===== src/rtl/vga_sync_decoder.sv =====
// vga_sync_decoder: recovers raster position, qualifiers and lock status from incoming hsync/vsync
module vga_sync_decoder #(
   parameter int HSIZE          = 640,
   parameter int HFPORCH        = 16,
   parameter int HSYNC          = 96,
   parameter int HBPORCH        = 48,
   parameter int HSYNC_POSITIVE = 0,
   parameter int VSIZE          = 480,
   parameter int VFPORCH        = 10,
   parameter int VSYNC          = 2,
   parameter int VBPORCH        = 33,
   parameter int VSYNC_POSITIVE = 0,
   localparam int HTOTAL = HSIZE + HFPORCH + HSYNC + HBPORCH,
   localparam int VTOTAL = VSIZE + VFPORCH + VSYNC + VBPORCH,
   localparam int XW     = $clog2(HTOTAL),
   localparam int YW     = $clog2(VTOTAL)
) (
   input  logic          pixel_clk,
   input  logic          reset_n,
   input  logic          hsync,
   input  logic          vsync,
   output logic [XW-1:0] pixel_x,
   output logic [YW-1:0] pixel_y,
   output logic          line_start,
   output logic          frame_start,
   output logic          pixel_visible,
   output logic          locked,
   output logic          sync_error
);
   typedef enum logic [2:0] {UNLOCKED, H_ACQ, V_ACQ, V_CHECK, LOCKED} state_t;
   // raw level of each sync line while inactive; xor with it normalises to active-high
   localparam logic          H_IDLE  = HSYNC_POSITIVE == 0;
   localparam logic          V_IDLE  = VSYNC_POSITIVE == 0;
   localparam logic [XW-1:0] H_LOAD  = XW'(HSIZE + HFPORCH);
   localparam logic [XW-1:0] H_LAST  = XW'(HTOTAL - 1);
   localparam logic [XW-1:0] H_WIDTH = XW'(HSYNC);
   localparam logic [YW-1:0] V_LOAD  = YW'(VSIZE + VFPORCH);
   localparam logic [YW-1:0] V_LAST  = YW'(VTOTAL - 1);

   state_t state_q, state_d;
   logic hs1_q, hs1_d, hs2_q, hs2_d, vs1_q, vs1_d, vs2_q, vs2_d;
   logic [XW-1:0] hcount_q, hcount_d, hlen_q, hlen_d, h_adv;
   logic [YW-1:0] vcount_q, vcount_d, v_adv;
   logic line_start_q, line_start_d, frame_start_q, frame_start_d;
   logic visible_q, visible_d, sync_error_q, sync_error_d;
   logic h_now, h_edge, h_fall, v_edge, h_wrap, h_on, v_on, fault;

   always_comb begin
      hs1_d    = hsync;
      hs2_d    = hs1_q;
      vs1_d    = vsync;
      vs2_d    = vs1_q;
      h_now    = hs1_q ^ H_IDLE;
      h_edge   = h_now & ~(hs2_q ^ H_IDLE);
      h_fall   = ~h_now & (hs2_q ^ H_IDLE);
      v_edge   = (vs1_q ^ V_IDLE) & ~(vs2_q ^ V_IDLE);
      // where the counters would land without a sync load; edges are timed against this
      h_adv    = (hcount_q == H_LAST) ? '0 : hcount_q + 1'b1;
      h_wrap   = ~h_edge & (hcount_q == H_LAST);
      v_adv    = ~h_wrap ? vcount_q : (vcount_q == V_LAST) ? '0 : vcount_q + 1'b1;
      h_on     = h_adv == H_LOAD;
      v_on     = v_adv == V_LOAD;
      hcount_d = h_edge ? H_LOAD : h_adv;
      vcount_d = v_edge ? V_LOAD : v_adv;
      hlen_d   = h_edge ? XW'(1) : (h_now && hlen_q != '1) ? hlen_q + 1'b1 : hlen_q;
      fault    = (h_edge & ~h_on) | (h_on & ~h_edge) | (v_edge & ~v_on) |
                 (h_fall & (hlen_q != H_WIDTH));
      state_d  = state_q;
      case (state_q)
         UNLOCKED: state_d = h_edge ? H_ACQ : UNLOCKED;
         H_ACQ:    state_d = !h_edge ? H_ACQ : h_on ? V_ACQ : UNLOCKED;
         V_ACQ:    state_d = (h_edge & ~h_on) ? UNLOCKED : v_edge ? V_CHECK : V_ACQ;
         V_CHECK:  state_d = (h_edge & ~h_on) ? UNLOCKED : !v_edge ? V_CHECK :
                             v_on ? LOCKED : UNLOCKED;
         LOCKED:   state_d = fault ? UNLOCKED : LOCKED;
         default:  state_d = UNLOCKED;
      endcase
      sync_error_d  = (state_q == LOCKED) & fault;
      line_start_d  = (state_d == LOCKED) & (hcount_d == '0);
      frame_start_d = line_start_d & (vcount_d == '0);
      visible_d     = (state_d == LOCKED) & (hcount_d < XW'(HSIZE)) & (vcount_d < YW'(VSIZE));
   end

   always_ff @(posedge pixel_clk) begin
      if (!reset_n) begin
         state_q       <= UNLOCKED;
         hs1_q         <= H_IDLE;
         hs2_q         <= H_IDLE;
         vs1_q         <= V_IDLE;
         vs2_q         <= V_IDLE;
         hcount_q      <= '0;
         vcount_q      <= '0;
         hlen_q        <= '0;
         line_start_q  <= 1'b0;
         frame_start_q <= 1'b0;
         visible_q     <= 1'b0;
         sync_error_q  <= 1'b0;
      end else begin
         state_q       <= state_d;
         hs1_q         <= hs1_d;
         hs2_q         <= hs2_d;
         vs1_q         <= vs1_d;
         vs2_q         <= vs2_d;
         hcount_q      <= hcount_d;
         vcount_q      <= vcount_d;
         hlen_q        <= hlen_d;
         line_start_q  <= line_start_d;
         frame_start_q <= frame_start_d;
         visible_q     <= visible_d;
         sync_error_q  <= sync_error_d;
      end
   end

   assign pixel_x       = hcount_q;
   assign pixel_y       = vcount_q;
   assign line_start    = line_start_q;
   assign frame_start   = frame_start_q;
   assign pixel_visible = visible_q;
   assign sync_error    = sync_error_q;
   assign locked        = state_q == LOCKED;
endmodule

===== config.mk =====
export PLATFORM = sky130hd
export DESIGN_NAME = vga_sync_decoder
export DESIGN_NICKNAME = d
export VERILOG_FILES = /design/src/rtl/vga_sync_decoder.sv
export SDC_FILE = /design/constraint.sdc
export NUM_CORES = 1
export LEC_CHECK = 0
export CAP_MARGIN = 20
export CORE_AREA = 2 2 79 81
export DETAILED_ROUTE_END_ITERATION = 7
export DIE_AREA = 0 0 81 83
export PLACE_DENSITY_LB_ADDON = 0.3
export REMOVE_ABC_BUFFERS = 1
export SLEW_MARGIN = 10
export SYNTH_ARGS = -nofsm -noshare
export SYNTH_HDL_FRONTEND = slang
export SYNTH_SLANG_ARGS = --single-unit

===== constraint.sdc =====
create_clock -name pixel_clk -period 4.6 [get_ports pixel_clk]
set_input_delay 0.92 -clock pixel_clk [delete_from_list [all_inputs] [get_ports pixel_clk]]
set_output_delay 0.92 -clock pixel_clk [all_outputs]
set_load 0.01 [all_outputs]

# After elaboration in Yosys (flattened, before gate mapping)
# Index checks and enable logic that the tools add are counted.
# op_classes
n_addsub	3
n_lt_le_gt_ge	2
n_eq_ne	11
n_mux	17
bitwise	23
reduce_logical	6
# op_table
cell	count
two-way mux 10 bit	5
adder 10 x 1 -> 10 bit (second input constant)	3
== test 10 bit (second input constant)	3
zero test 10 bit	2
one-hot mux 3 bit (5 select lines)	1
AND 1 bit	13
two-way mux 3 bit	4
== test 10 x 9 -> 1 bit (second input constant)	1
< comparator 10 bit (second input constant)	1
< comparator 10 x 9 -> 1 bit (second input constant)	1
!= test 10 bit (second input constant)	1
!= test 10 x 7 -> 1 bit (second input constant)	1
NOT 1 bit	7
== test 3 x 2 -> 1 bit (second input constant)	2
== test 3 bit (second input constant)	2
two-way mux 2 bit	3
two-way mux 1 bit	4
== test 3 x 1 -> 1 bit (second input constant)	1
zero test 3 bit	1
bitwise OR 1 bit	3
nonzero test 2 bit	1
OR reduction 2 bit	1
logical AND 1 bit	1
# word_totals
register_bits	41
inputBits	4
out_inout_bits	25
elab_cells	75

# Longest topological paths before layout
# Gate-level depths: netlist of run 1.
# depth
depth_word	15
depth_mapped	14
ltp_nobuf	13

# Worst setup path after synthesis of run 1
# No wires, ideal clock.
# synth_timing
path_type	flip-flop to flip-flop
from	register hcount_q[0], in the netlist pixel_x[0]
to	register frame_start_q, in the netlist frame_start
setup_ps	88
t_arrival_ps	2845
t_required_ps	4512
slack_ps	1667
path_stages_with_launch	10
n_path_buf	1
period_less_slack_ps	2933
path_cell_list	dfxtp_1 -> ha_1 -> nand4_2 -> or4_4 -> buf_6 -> nor3_2 -> xnor2_1 -> nand2_1 -> or4_2 -> nor4_2
# synth_via
elab_chain_cells	13
elab_cells_between_ends	30
cone_classes	add/sub (1); eq/ne (4); mux (12); bitwise (11); reduce/logical (2)
# synth_rtl
element	line	text
start, declared	42	logic [XW-1:0] hcount_q, hcount_d, hlen_q, hlen_d, h_adv;
start signal, assigned	104	hcount_q <= hcount_d;
adder 10 x 1 -> 10 bit or == test 10 bit (tied branches)	58, 59	
two-way mux 10 bit or AND 1 bit (tied branches)	58, 59	
== test 10 bit or two-way mux 10 bit (tied branches)	61, 60	
NOT 1 bit or == test 10 x 9 -> 1 bit (tied branches)	-	
AND 1 bit or NOT 1 bit (tied branches)	66, 72, 73	
bitwise OR 1 bit or AND 1 bit (tied branches)	66	fault = (h_edge & ~h_on) | (h_on & ~h_edge) | (v_edge & ~v_on) |
bitwise OR 1 bit (2 in series)	66	
two-way mux 3 bit	75	LOCKED: state_d = fault ? UNLOCKED : LOCKED;
one-hot mux 3 bit (5 select lines)	69	case (state_q)
== test 3 bit	79	line_start_d = (state_d == LOCKED) & (hcount_d == '0);
AND 1 bit	79	
AND 1 bit (*)	80	frame_start_d = line_start_d & (vcount_d == '0);
end signal, assigned	108	frame_start_q <= frame_start_d;
end, declared	44	logic line_start_q, line_start_d, frame_start_q, frame_start_d;
# Mark *: on every way between the ends. The rest lies on a longest branch, timed or not.
# A chain may end at the register's enable or synchronous reset.

==> impl_metrics.env, run 1 <==
export IMPL_clkTransAtPathRegs_ns=0.09
export IMPL_cts_sinks=41
export IMPL_placementRows=28
export IMPL_final_antenna_net_count=0
export IMPL_mostFrequentLayoutCells="dfxtp_1 (41), clkdlybuf4s50_1 (28), nand2_1 (27), nor2_1 (26), xnor2_1 (14)"
export IMPL_ctsHoldBuffers=0
export IMPL_min_path_type="reg -> reg"
export IMPL_clkPwrFrac_pct=39.5
export IMPL_status="completed"
export IMPL_die_area_um2=6720
export IMPL_seq_area_um2=821
export IMPL_ys_seq_area_share_pct=36.4
export IMPL_mostFrequentLayoutCell="dfxtp_1"
export IMPL_cp_cell_sequence="clkdlybuf4s50_1 -> buf_4 -> nand2_1 -> nor3b_1 -> and4_1 -> o311ai_0 -> or4_2 -> nor4_2"
export IMPL_async_flop_share_pct=0
export IMPL_postLayoutCellArea_um2=2670
export IMPL_placed_area_um2=2560
export IMPL_pwr_share_comb_pct=9.7
export IMPL_crit_family="simple AND/OR/NAND/NOR gates"
export IMPL_fmax_mhz=293
export IMPL_fin_nets=298
export IMPL_p_per_area_nw_per_um2=281
export IMPL_syn_mean_instance_area_um2=8.56
export IMPL_start_util_pct=38.7
export IMPL_wl_met1_um=2450
export IMPL_dp_hpwl_um=3520
export IMPL_htreeDepth=2
export IMPL_power_switching_share_pct=24.7
export IMPL_crit_slowest_cell="or4_2"
export IMPL_required_ns=4.82
export IMPL_report_final_slew_viol_count=0
export IMPL_yosys_most_used_dff="dfxtp_1"
export IMPL_top_layer="met4"
export IMPL_dr_pass1_iters=4
export IMPL_drc=0
export IMPL_drive_above_1_share_pct=7.99
export IMPL_die_w_um=81
export IMPL_syn_inst=263
export IMPL_grt_pass1_vias=1806
export IMPL_cp_arrival_ns=3.63
export IMPL_drt_iter0_drc=115
export IMPL_post_place_cells=355
export IMPL_vias=1917
export IMPL_grt_setup_unrepaired="false"
export IMPL_fin_crit_sh_pct=74.1
export IMPL_finClkSkew_ns=0.00948
export IMPL_critPathMaxStageDelay_ns=0.73
export IMPL_cts_buffers=5
export IMPL_slew_headroom_pct=61.8
export IMPL_ys_warn_count=0
export IMPL_routed_wl_um=4870
export IMPL_gp_congestion=0.778
export IMPL_antenna_cells=0
export IMPL_synth_edf_count=0
export IMPL_hold_viol=0
export IMPL_ctsResizeCount=0
export IMPL_worst_setup_path_type="in -> reg"
export IMPL_power_internal_uw=565
export IMPL_root_buffer="clkbuf_8"
export IMPL_critPathBufInv=2
export IMPL_port_buffer_count=28
export IMPL_start_kind="input pin"
export IMPL_grtUsageTotal_pct=15.5
export IMPL_leakagePower_uw=0.000939
export IMPL_final_cells=363
export IMPL_ir_drop_v=0.000160
export IMPL_antenna_found_initial=0
export IMPL_end_kind="flip-flop"
export IMPL_viasPerCell=5.28
export IMPL_tns_ns=0
export IMPL_power_switching_uw=185
export IMPL_cts_tree="built"
export IMPL_clock_path_buffers=2
export IMPL_multi_input_area_um2=1330
export IMPL_fin_crit_ns=3.41
export IMPL_setup_viol=0
export IMPL_cap_violations=0
export IMPL_synth_seq_cells=41
export IMPL_core_um2=5820
export IMPL_cp_max_fo=22
export IMPL_insertion_delay_ns=0.30
export IMPL_die_h_um=83
export IMPL_io_pins=29
export IMPL_dr_wl_met2_um=2180
export IMPL_routedWlPerCell_um=13.4
export IMPL_yosys_cell_types_count=51
export IMPL_worst_pin_slew_ns=0.566
export IMPL_met3_length_um=190
export IMPL_grt_pass1_wl_um=8350
export IMPL_fill_cells=598
export IMPL_p_seq_share_pct=50.8
export IMPL_post_cts_buffers=0
export IMPL_synthesis_area_um2=2250
export IMPL_grt_overflow=0
export IMPL_grt_max_degree=23
export IMPL_areaGrowthSynthToFinish_pct=18.7
==> power by group through the flow <==
stage / Combinational, uW / Clock, uW / Sequential (uW)
5_1_grt: 80.4 / 320 / 384
6_report: 73.0 / 296 / 381
3_3_place_gp: 71.6 / 0 / 390
4_1_cts: 73.3 / 307 / 382
3_5_place_dp: 72.8 / 0 / 390
2_1_floorplan: 39.7 / 0 / 390
==> cells in the mapped netlist, types with 3 or more instances <==
cell      count  area share [%]
nand2b_1      5             1.4
xnor2_1      14             5.4
nand2_1      27             4.5
buf_2         3            0.67
o22ai_1       3            0.83
nand3_1      10             2.2
nor4_1        3            0.83
nor3b_1       5             1.7
a21oi_1      13             2.9
a21boi_0      6             2.0
and4_1        4             1.6
ha_1          7             3.9
nor2_1       26             4.3
inv_1         6             1.0
nand4_1       7             1.9
and3_1        4             1.1
or4_1         3             1.0
clkbuf_1      6             1.0
nor3_1       13             2.9
dfxtp_1      41              36
buf_6         3             1.5
o21ai_0       6             1.3
xor2_1        9             3.5
==> kinds of logic (layout without fill, tap and decap cells) <==
logic type               count (synthesis)  after routing  synth area share (%)
adder cells (fa/ha/maj)                  7              7                  3.89
AND/OR/NAND/NOR                        128            128                  32.9
AO/OA/AOI/OAI                           45             45                  13.5
XOR/XNOR                                23             23                  8.94
flip-flops                              41             41                  36.4
buffers and inverters                   19             44                  4.33
==> per-layer routing <==
metal / global-route usage (%) / vias up
met3: 4.35 / 5
met1: 22.2 / 892
met2: 22.3 / 34
li1: - / 986
met4: 4.93 / 0
met5: 0 / -
==> path summary, 6_finish.rpt <==
| check | slack (ns) | cells past startpoint | start | to |
|---|---|---|---|---|
| max | 1.19 | 8 | reset_n | frame_start$_SDFF_PN0_ |
| min | 0.47 | 1 | vs1_q$_SDFF_PN1_ | vs2_q$_SDFF_PN1_ |
| max reg2reg | 1.46 | 8 | pixel_x[0]$_SDFF_PN0_ | frame_start$_SDFF_PN0_ |
| min reg2reg | 0.47 | 1 | vs1_q$_SDFF_PN1_ | vs2_q$_SDFF_PN1_ |
==> registers in the layout, summed over array words and instances (netlist names) <==
register and cells:
frame_start 1, hlen_q 10, hs1_q 1, hs2_q 1, line_start 1, pixel_visible 1, pixel_x 10, pixel_y 10
state_q 3, sync_error 1, vs1_q 1, vs2_q 1
==> through the flow <==
step	setup slack, ns	total power (uW)	utilization (%)	hold slack [ns]
floorplan	1.65	429	-	0.428
global placement	1.02	461	44.1	0.443
detailed placement	0.902	463	44.1	0.455
CTS	1.21	762	46.0	0.479
global route	1.01	784	46.0	0.497
finish	1.19	751	46.0	0.472
==> layout make-up <==
cell class | count | area share [%]
multi-input cells | 203 | 49.9
clock buffers | 6 | 2.71
well taps | 75 | 3.51
flip-flops and latches | 41 | 30.7
inverters | 7 | 0.983
clock inverters | 2 | 1.45
repair buffers | 29 | 10.8
Power figures use the tool's default switching activity.
==> inputs of run 2 (changes only) <==
clock period = 2.78 ns   (was 4.6 ns; I/O delays follow)
==> run 2 against run 1 <==
Effect of this change: wire length increased by 7.9%; via count increased by 7.9%; count of clock-buffer cells in the layout unchanged; sequential power increased by 65%; first-iteration DRC count unchanged; register-to-register slack got worse by 1.4 ns; die area unchanged; critical path type is now reg -> reg.
==> impl_metrics.env, run 2 (synthesis gave the netlist of run 1 again) <==
export IMPL_status="completed"
export IMPL_routedWlPerCell_um=13.3
export IMPL_setup_viol=0
export IMPL_fin_crit_ns=2.72
export IMPL_cts_tree="built"
export IMPL_mostFrequentLayoutCell="dfxtp_1"
export IMPL_pwr_share_comb_pct=13.5
export IMPL_grt_overflow=0
export IMPL_grt_setup_unrepaired="true"
export IMPL_dr_pass1_iters=4
export IMPL_crit_family="simple AND/OR/NAND/NOR gates"
export IMPL_fill_cells=546
export IMPL_cap_violations=0
export IMPL_fin_nets=329
export IMPL_mostFrequentLayoutCells="dfxtp_1 (35), buf_4 (30), clkdlybuf4s50_1 (28), nand2_1 (26), nor2_1 (26)"
export IMPL_critPathBufInv=1
export IMPL_worst_pin_slew_ns=0.559
export IMPL_finClkSkew_ns=0.00633
export IMPL_drt_iter0_drc=115
export IMPL_leakagePower_uw=0.00108
export IMPL_placementRows=28
export IMPL_grt_pass1_vias=1815
export IMPL_dp_hpwl_um=3760
export IMPL_cp_max_fo=3
export IMPL_power_switching_share_pct=26.5
export IMPL_antenna_found_initial=0
export IMPL_vias=2069
export IMPL_slew_headroom_pct=62.2
export IMPL_p_total_uw=1180
export IMPL_worst_setup_path_type="reg -> reg"
export IMPL_cp_cell_sequence="buf_6 -> nand3_4 -> or4_1 -> a21o_1 -> nor4b_2 -> nand2_1 -> ha_4 -> nand2_4 -> or4_4 -> nor3_2"
export IMPL_die_h_um=83
export IMPL_ir_drop_v=0.000270
export IMPL_start_util_pct=38.7
export IMPL_insertion_delay_ns=0.30
export IMPL_start_kind="flip-flop"
export IMPL_die_w_um=81
export IMPL_hold_viol=0
export IMPL_die_area_um2=6720
export IMPL_drive_above_1_share_pct=21.9
export IMPL_tns_ns=0
export IMPL_port_buffer_count=28
export IMPL_end_kind="flip-flop"
export IMPL_p_per_area_nw_per_um2=396
export IMPL_grt_pass1_wl_um=8650
export IMPL_root_buffer="clkbuf_8"
export IMPL_viasPerCell=5.25
export IMPL_fmax_mhz=368
export IMPL_io_pins=29
export IMPL_htreeDepth=2
export IMPL_routed_wl_um=5260
export IMPL_power_switching_uw=312
export IMPL_clkPwrFrac_pct=33.3
export IMPL_antenna_cells=0
export IMPL_drc=0
export IMPL_power_internal_uw=868
export IMPL_critPathMaxStageDelay_ns=0.53
export IMPL_final_antenna_net_count=0
export IMPL_clkTransAtPathRegs_ns=0.08
export IMPL_min_path_type="reg -> reg"
export IMPL_fin_crit_sh_pct=97.8
export IMPL_cp_arrival_ns=2.94
export IMPL_cts_buffers=5
export IMPL_grtUsageTotal_pct=16.1
export IMPL_grt_max_degree=22
export IMPL_clock_path_buffers=2
export IMPL_cts_sinks=41
export IMPL_core_um2=5820
export IMPL_p_seq_share_pct=53.2
export IMPL_gp_congestion=0.811
export IMPL_report_final_slew_viol_count=0
export IMPL_areaGrowthSynthToFinish_pct=32.4
export IMPL_crit_slowest_cell="or4_4"
export IMPL_required_ns=3.01
run 2: what timing repair did:
action	CTS	global route
hold buffers	0	0
resized for setup	2	21
pin swaps	0	14
setup buffers	0	9
setup endpoints to repair	1	5
run 2: power groups by stage:
stage | Combinational (uW) | Sequential (uW) | Clock (uW)
floorplan | 65.7 | 645 | 0
global placement | 141 | 639 | 0
detailed placement | 141 | 639 | 0
CTS | 143 | 625 | 411
global route | 174 | 630 | 440
finish | 159 | 628 | 394
run 2: worst paths after layout:
kind,start,to,slack (ns),cells after the start
worst max-delay path,pixel_x[1]$_SDFF_PN0_,pixel_visible$_SDFF_PN0_,0.06,10
worst min-delay path,vs1_q$_SDFF_PN1_,vs2_q$_SDFF_PN1_,0.47,1
worst max register to register,pixel_x[1]$_SDFF_PN0_,pixel_visible$_SDFF_PN0_,0.06,10
worst min register to register,vs1_q$_SDFF_PN1_,vs2_q$_SDFF_PN1_,0.47,1
run 2: final cells by class:
class                           instances  area, um2  share of cell area (%)
Tap cell                               75       93.8                    3.15
Sequential cell                        41        828                    27.8
Multi-Input combinational cell        203       1420                    47.5
Timing Repair Buffer                   60        528                    17.7
Clock buffer                            6       72.6                    2.43
Inverter                                7       26.3                   0.881
Clock inverter                          2       15.0                   0.504
run 2: through the flow:
stage	hold WS (ns)	instance area (um2)	utilization, %	cells	setup slack (ns)
after detailed placement	0.448	2730	46.9	377	0.0176
after global routing	0.508	2980	51.3	394	-0.0424
after CTS	0.469	2820	48.5	385	0.0449
final	0.465	2980	51.3	394	0.0619
after floorplan	0.428	2180	-	251	-0.168
after global placement	0.441	2730	46.9	377	0.0322
run 2: per-layer routing:
metal  wire length (um)  vias to the layer above  part of all wire (%)  GRT usage (%)
li1                   -                     1047                     -              -
met1               2550                      988                    49           23.2
met2               2490                       32                    47           24.0
met3                191                        2                   3.6           4.24
met4                 23                        0                  0.44           3.70
met5                  0                        -                     0              0
==> inputs of run 3 (changes only) <==
CORE_AREA = 2 2 90 70   (was 2 2 79 81)
DIE_AREA = 0 0 92 72   (was 0 0 81 83)
==> run 3 against run 2 <==
Effect of this change: hold slack got worse by 0.0035 ns; power decreased by 0.57%; utilization decreased by 0.35 points; cell area decreased by 2.6%; clock power about the same; clock skew decreased by 0.0021 ns; critical endpoint unchanged; largest power group unchanged.
==> impl_metrics.env, run 3 (synthesis gave the netlist of run 1 again) <==
export IMPL_finClkSkew_ns=0.00420
export IMPL_port_buffer_count=28
export IMPL_mostFrequentLayoutCells="dfxtp_1 (32), clkdlybuf4s50_1 (28), nand2_1 (26), nor2_1 (26), buf_4 (24)"
export IMPL_setup_viol=0
export IMPL_antenna_cells=0
export IMPL_grt_pass1_vias=1848
export IMPL_grt_overflow=0
export IMPL_power_switching_uw=313
export IMPL_placed_area_um2=2740
export IMPL_insertion_delay_ns=0.30
export IMPL_grt_pass1_wl_um=8830
export IMPL_end_kind="flip-flop"
export IMPL_p_seq_share_pct=53.6
export IMPL_cp_arrival_ns=2.91
export IMPL_root_buffer="clkbuf_8"
export IMPL_cts_buffers=5
export IMPL_required_ns=3.02
export IMPL_grt_setup_unrepaired="true"
export IMPL_slew_headroom_pct=71.0
export IMPL_final_antenna_net_count=0
export IMPL_worst_pin_slew_ns=0.428
export IMPL_viasPerCell=5.19
export IMPL_mostFrequentLayoutCell="dfxtp_1"
export IMPL_die_w_um=92
export IMPL_fin_nets=322
export IMPL_fmax_mhz=374
export IMPL_drc=0
export IMPL_hold_viol=0
export IMPL_post_place_cells=381
export IMPL_areaGrowthSynthToFinish_pct=29.0
export IMPL_power_internal_uw=861
export IMPL_fin_hold_ws_ns=0.462
export IMPL_vias=2025
export IMPL_clkTransAtPathRegs_ns=0.08
export IMPL_min_path_type="reg -> reg"
export IMPL_postLayoutCellArea_um2=2910
export IMPL_antenna_found_initial=0
export IMPL_ctsHoldBuffers=0
export IMPL_grt_max_degree=22
export IMPL_cts_sinks=41
export IMPL_start_kind="flip-flop"
export IMPL_die_h_um=72
export IMPL_htreeDepth=2
export IMPL_power_switching_share_pct=26.7
export IMPL_placementRows=24
export IMPL_pwr_share_comb_pct=12.6
export IMPL_clock_path_buffers=2
export IMPL_ir_drop_v=0.000237
export IMPL_start_util_pct=39.5
export IMPL_p_total_uw=1170
export IMPL_fin_crit_ns=2.67
export IMPL_routed_wl_um=5230
export IMPL_cap_violations=0
export IMPL_fin_crit_sh_pct=96.2
export IMPL_final_cells=390
export IMPL_cts_tree="built"
export IMPL_drive_above_1_share_pct=20.8
export IMPL_routedWlPerCell_um=13.4
export IMPL_report_final_slew_viol_count=0
export IMPL_worst_setup_path_type="reg -> reg"
export IMPL_gp_congestion=0.886
export IMPL_grtUsageTotal_pct=16.8
export IMPL_io_pins=29
export IMPL_status="completed"
export IMPL_core_um2=5710
export IMPL_cp_max_fo=5
export IMPL_die_area_um2=6620
export IMPL_dr_pass1_iters=4
export IMPL_drt_iter0_drc=82
export IMPL_leakagePower_uw=0.00105
export IMPL_p_per_area_nw_per_um2=404
export IMPL_dp_hpwl_um=3850
export IMPL_clkPwrFrac_pct=33.8
-- run 3: cell types whose count changed in the layout (fill, tap and decap cells not counted), moves of 2 or more --
cell	before	now
buf_4	30	24
dfxtp_1	35	32
dfxtp_2	6	9
ha_1	5	7
-- run 3: power by group through the flow --
stage	logic, uW	clock network, uW	registers (uW)
2_1_floorplan	65.7	0	645
3_3_place_gp	141	0	639
3_5_place_dp	141	0	641
4_1_cts	141	415	627
5_1_grt	163	433	633
6_report	147	397	629
-- run 3: final timing paths --
path                         startpoint                        to  slack (ns)  cells past startpoint
hold reg to reg        hs1_q$_SDFF_PN1_          hs2_q$_SDFF_PN1_        0.46                      1
setup reg to reg  pixel_x[0]$_SDFF_PN0_  pixel_visible$_SDFF_PN0_        0.11                     10
hold / removal         hs1_q$_SDFF_PN1_          hs2_q$_SDFF_PN1_        0.46                      1
setup / recovery  pixel_x[0]$_SDFF_PN0_  pixel_visible$_SDFF_PN0_        0.11                     10
-- run 3: worst max-delay path: stages, from the launching register on --
cell,delay (ns)
dfxtp_2,0.35
buf_6,0.11
nand3_4,0.07
or4_4,0.50
a21o_1,0.21
nor4b_2,0.28
nand2_1,0.11
ha_1,0.30
nand2_2,0.07
or4_4,0.51
nor3_2,0.10
-- run 3: through the flow --
stage	TNS, ns	util [%]	setup slack (ns)
detailed placement	-0.0161	48.0	-0.0161
floorplan	-0.208	-	-0.168
global placement	0	48.0	0.0284
finish	0	50.9	0.105
CTS	0	49.6	0.0201
global route	-0.110	50.9	-0.0773
-- run 3: layout make-up --
class,instances,area [um2]
flip-flops and latches,41,832
inverters,7,26.3
clock inverters,2,15.0
well taps,78,97.6
multi-input cells,203,1390
clock buffers,6,72.6
repair buffers,53,472
fillers,531,2800
-- run 3: routing by layer --
metal	GRT usage [%]	up-vias	part of all wire, %
li1	-	1035	-
met1	24.4	946	51
met2	24.4	38	43
met3	3.95	6	5.3
met4	6.14	0	1.3
met5	0	-	0
-- run 3: what timing repair did --
action,in CTS,in global routing
buffers inserted,0,1
gates resized for setup,1,21
setup endpoints to repair,1,3
pin swaps,0,11
==> RTL change 1 (flow settings as in run 1) <==
`VFPORCH`: 10 -> 5.
--- a/src/rtl/vga_sync_decoder.sv
+++ b/src/rtl/vga_sync_decoder.sv
@@ -6,7 +6,7 @@
    parameter int HBPORCH        = 48,
    parameter int HSYNC_POSITIVE = 0,
    parameter int VSIZE          = 480,
-   parameter int VFPORCH        = 10,
+   parameter int VFPORCH        = 5,
    parameter int VSYNC          = 2,
    parameter int VBPORCH        = 33,
    parameter int VSYNC_POSITIVE = 0,
Function: changed (Yosys sat finds a counterexample within 4 cycles, from zero or initial values and one cycle with reset_n low).
==> RTL change 1 against run 1 <==
  * Design area rose by 5.1%
  * Utilization rose by 2.3 points
  * Final cell count increased by 5.5%
  * Setup slack worse by 0.10 ns
  * Wire length increased by 10%
  * Sequential cell count unchanged
  * Maximum frequency decreased by 3.0%
  * Area after synthesis increased by 8.7%
  * Sequential share of layout area fell by 1.5 points
  * Total power is 7.0% lower
  * Via count is 12% higher
  * Clock skew up 0.0013 ns
  * Largest cell class unchanged
==> RTL change 1: results (changes against run 1) <==
cts:
  root_buffer: "clkbuf_8"
  cts_setup_buffers: 0  # unchanged
  post_cts_resize_count: 0  # unchanged
  path_clk_slew_ns: 0.09  # about the same
  clock_latency_ns: 0.30  # about the same
  numCtsBuffers: 5  # unchanged
  ctsHtreeMaxLevel: 2  # unchanged
  clock_path_buffers: 2  # unchanged
cells_and_area:
  final_layout_size_suffix_gt1_share_pct: 8.12  # +0.13 points
  final_nets: 317  # +6.4%
  diodes: 0  # unchanged
critical_path:
  arrival_ns: 3.72  # +0.09 ns
  cp_slowest_stage_delay_ns: 0.49  # -0.24 ns
  r2r-start: "pixel_x[0]"
  r2r.worst_path.cells: 13  # +5
  path_delay_family: "simple AND/OR/NAND/NOR gates"
  critPathKind: "reg2reg"
  critPathMaxFanout: 8  # -64%
  slowest_stage: "nor3_2"
hold_path:
  hp-start: "vs1_q"
  hp-class: "reg2reg"
  whs_path_depth: 1  # unchanged
logic_synthesis:
  yosysUniqueCellTypes: 64  # +25%
  yosysSeqAreaShare_pct: 33.5  # -2.9 points
  synth.area.top_cells: "dfxtp_1, a21oi_1, nor2_1, xnor2_1, xor2_1"
  ys_top_cells_by_count: "dfxtp_1, nor2_1, a21oi_1, nand2_1, clkbuf_1"
  async_reset_ff_share_pct: 0  # unchanged
  synth_flop_cell: "dfxtp_1"
global_routing:
  grt_pass1_wl_microns: 8910  # +6.8%
  track_usage_pct: 16.5  # +1.0 points
  grt_max_degree: 18  # -22%
  grt_pass1_vias: 1906  # +5.5%
  antenna_found_initial: 0  # unchanged
power:
  power_leakage_nw: 0.978  # +4.1%
  irDropWorstVdd_mv: 0.108  # -33%
  switchingPower_mw: 0.191  # +2.9%
drt:
  num_vias: 2143  # +12%
  wl_per_cell_microns: 14.0  # +4.4%
  drtIter0Drc: 149  # +30%
  dr.pass1.iters: 4  # unchanged
place:
  gp_congestion: 0.867  # +12%
  dp_hpwl_microns: 3820  # +8.7%
  portBuffers: 28  # unchanged
timing:
  tightest_slew_ns: 0.681  # +0.115 ns
  worst_clock_skew_ns: 0.0108  # +0.00127 ns
outcome:
  status: "finished, final reports clean"
==> RTL change 1: cell types whose count changed after synthesis, sizes merged, moves of 4 or more <==
cell	change
nand2	-7
a31oi	+6
a21oi	+10
clkbuf	+9
a31o	+4
a21boi	-8
==> RTL change 1: power by group through the flow <==
stage / logic, mW / registers [mW] / clock network, mW
2_1_floorplan: 0.0445 / 0.394 / 0
3_3_place_gp: 0.0758 / 0.394 / 0
3_5_place_dp: 0.0763 / 0.394 / 0
4_1_cts: 0.0766 / 0.386 / 0.242
5_1_grt: 0.0839 / 0.389 / 0.256
6_report: 0.0762 / 0.386 / 0.236
==> RTL change 1: routing by layer <==
metal  up-vias  GRT usage (%)  wire [microns]
li1       1087              -               -
met1      1000           23.1            2610
met2        46           24.0            2410
met3        10           4.24             244
met4         0           6.63              97
met5         -              0               0
==> RTL change 1: cell families after synthesis <==
logic type,synth area share [%]
adders and majority gates,3.07
xor gates and xnor gates,7.87
muxes,0.869
and+or+nand+nor,30.3
AOI/OAI and AO/OA,18.9
buffers and inverters,5.47
DFF,33.5
==> RTL change 1: stage by stage <==
stage	setup WS, ns	total power, mW	std cells	hold WS [ns]	instance area, sq um
CTS	1.08	0.705	383	0.467	2810
detailed placement	1.15	0.471	375	0.449	2720
global placement	1.24	0.470	375	0.438	2720
global route	0.697	0.728	383	0.484	2810
floorplan	1.43	0.438	272	0.425	2350
finish	1.09	0.698	383	0.465	2810
==> RTL change 1: cell type report <==
cell class / count / area [sq um]
multi-input combinational: 222 / 1490
sequential: 41 / 821
inverter: 9 / 33.8
fill: 586 / 3010
timing repair buffer: 28 / 280
clock buffer: 5 / 68.8
clock inverter: 3 / 17.5
tap: 75 / 93.8
==> RTL change 1: path summary, 6_finish.rpt <==
path	slack, ns	endpoint
min	0.47	vs2_q
min reg2reg	0.47	vs2_q
max	1.09	frame_start
max reg2reg	1.09	frame_start
==> RTL change 2 (settings of run 1) <==
Without the edit above. Reset style: asynchronous (`reset_n`), changed in one clocked block.
--- a/src/rtl/vga_sync_decoder.sv
+++ b/src/rtl/vga_sync_decoder.sv
@@ -81,7 +81,7 @@
       visible_d     = (state_d == LOCKED) & (hcount_d < XW'(HSIZE)) & (vcount_d < YW'(VSIZE));
    end
 
-   always_ff @(posedge pixel_clk) begin
+   always_ff @(posedge pixel_clk or negedge reset_n) begin
       if (!reset_n) begin
          state_q       <= UNLOCKED;
          hs1_q         <= H_IDLE;
Behaviour: differs if reset_n is asserted again (counterexample within 4 cycles, from zero or initial values and one cycle with reset_n low); with reset_n held inactive, the same outputs for 10 cycles.
==> RTL change 2 against run 1 <==
  * Wire length up 11%
  * Utilization grew 3.4 points
  * Area after synthesis increased by 9.9%
  * Design area up 7.5%
  * Total power up 14%
  * Count of clock-buffer cells in the layout decreased by 1
  * Sequential cell count did not move
  * Setup slack better by 0.29 ns
  * Clock skew shrank 0.0029 ns
  * Sequential power increased by 15%
  * Critical path depth is 3 higher
  * Combinational power increased by 89%
  * Largest cell class unchanged
==> RTL change 2: results (changes against run 1) <==
outcome:
  status: "finished, final reports clean"
place:
  dp_hpwl_microns: 3760  # +6.9%
  gp_congestion: 0.840  # +7.9%
  dp_cells: 361  # +1.7%
critical_path:
  r2r_slack_ns: 1.48  # +0.02 ns
  slowest_stage: "nor4_1"
  critPathMaxFanout: 10  # -55%
  cp_slowest_stage_delay_ns: 0.61  # -0.12 ns
  arrival_ns: 3.31  # -0.32 ns
  r2r.worst_path.cells: 11  # +3
  worstReg2RegEnd: "frame_start"
logic_synthesis:
  synth.area.top_cells: "dfrtp_1, dfstp_2, nand2_1, xnor2_1, nor2_1"
  async_reset_ff_share_pct: 100  # +100 points
  yosysSeqAreaShare_pct: 41.6  # +5.2 points
  ys_top_cells_by_count: "dfrtp_1, nand2_1, nor2_1, o21ai_0, a21oi_1"
  syn_inst: 270  # +2.7%
  yosysUniqueCellTypes: 62  # +22%
global_routing:
  track_usage_pct: 16.8  # +1.3 points
  grt_pass1_wl_microns: 9090  # +8.8%
drt:
  drtIter0Drc: 83  # -28%
  drt-total-wl_microns: 5410  # +11%
power:
  irDropWorstVdd_mv: 0.201  # +25%
  power_leakage_nw: 1.18  # +25%
hold_path:
  whs_path_depth: 0  # -1
  hp-start: "vs1_q"
  hold_end: "vs2_q"
cells_and_area:
  final_nets: 304  # +2.0%
  final_layout_size_suffix_gt1_share_pct: 9.56  # +1.6 points
  stdcell_count: 368  # +1.4%
timing:
  worst_clock_skew_ns: 0.00660  # -0.00288 ns
  slew_headroom_pct: 39.4  # -22 points
[RTL change 2: routing by layer]
| layer | part of all wire (%) | global-route usage, % | routed length [microns] | vias to the layer above |
|---|---|---|---|---|
| met5 | 0 | 0 | 0 | - |
| met4 | 0.65 | 4.93 | 35 | 0 |
| met3 | 3.3 | 3.70 | 178 | 4 |
| met2 | 46 | 24.9 | 2490 | 44 |
| met1 | 50 | 24.6 | 2700 | 997 |
| li1 | - | - | - | 1028 |
[RTL change 2: how the worst max path moves through the flow]
stage	startpoint	to	slack, ns	depth (start not counted)
floorplan	pixel_x[0]	frame_start	1.85	11
global placement	pixel_x[2]	frame_start	1.57	11
detailed placement	pixel_x[2]	frame_start	1.54	11
CTS	pixel_x[2]	frame_start	1.49	11
global route	pixel_x[2]	pixel_visible	1.19	11
finish	pixel_x[2]	frame_start	1.48	11
[RTL change 2: power breakdown]
group          leakage [nW]  switching, mW  total (mW)  internal [mW]
Combinational         0.623         0.0689       0.138         0.0690
Sequential            0.500         0.0494       0.438          0.389
Clock                0.0540          0.122       0.280          0.158
[RTL change 2: cells by family after synthesis]
| group | after synthesis | synth area share (%) |
|---|---|---|
| AO/OA/AOI/OAI | 60 | 15.9 |
| buffers and inverters | 27 | 5.31 |
| flip-flops | 41 | 41.6 |
| adder cells (fa/ha/maj) | 7 | 3.54 |
| multiplexers | 1 | 0.455 |
| XOR/XNOR | 18 | 6.37 |
| AND/OR/NAND/NOR | 116 | 26.8 |
[RTL change 2: final cells by class]
| class | instances | area (sq um) |
|---|---|---|
| clock buffer | 5 | 68.8 |
| clock inverter | 2 | 35.0 |
| fill | 566 | 2940 |
| inverter | 15 | 56.3 |
| multi-input combinational | 202 | 1310 |
| sequential | 41 | 1030 |
| tap | 75 | 93.8 |
| timing repair buffer | 28 | 275 |
[RTL change 2: through the flow]
step / hold WS (ns) / cell area, sq um / setup WS (ns)
3_5_place_dp: 0.367 / 2770 / 1.54
6_report: 0.376 / 2870 / 1.48
5_1_grt: 0.384 / 2870 / 1.19
2_1_floorplan: 0.359 / 2400 / 1.85
3_3_place_gp: 0.366 / 2770 / 1.57
4_1_cts: 0.378 / 2870 / 1.49
[RTL change 2: worst max-delay path, delay by kind of cell (launching register included)]
kind / cells / cell delay, ns
AO/OA/AOI/OAI: 1 / 0.22
XOR/XNOR: 1 / 0.17
adder cells (fa/ha/maj): 1 / 0.24
flip-flops: 1 / 0.54
AND/OR/NAND/NOR: 8 / 1.85
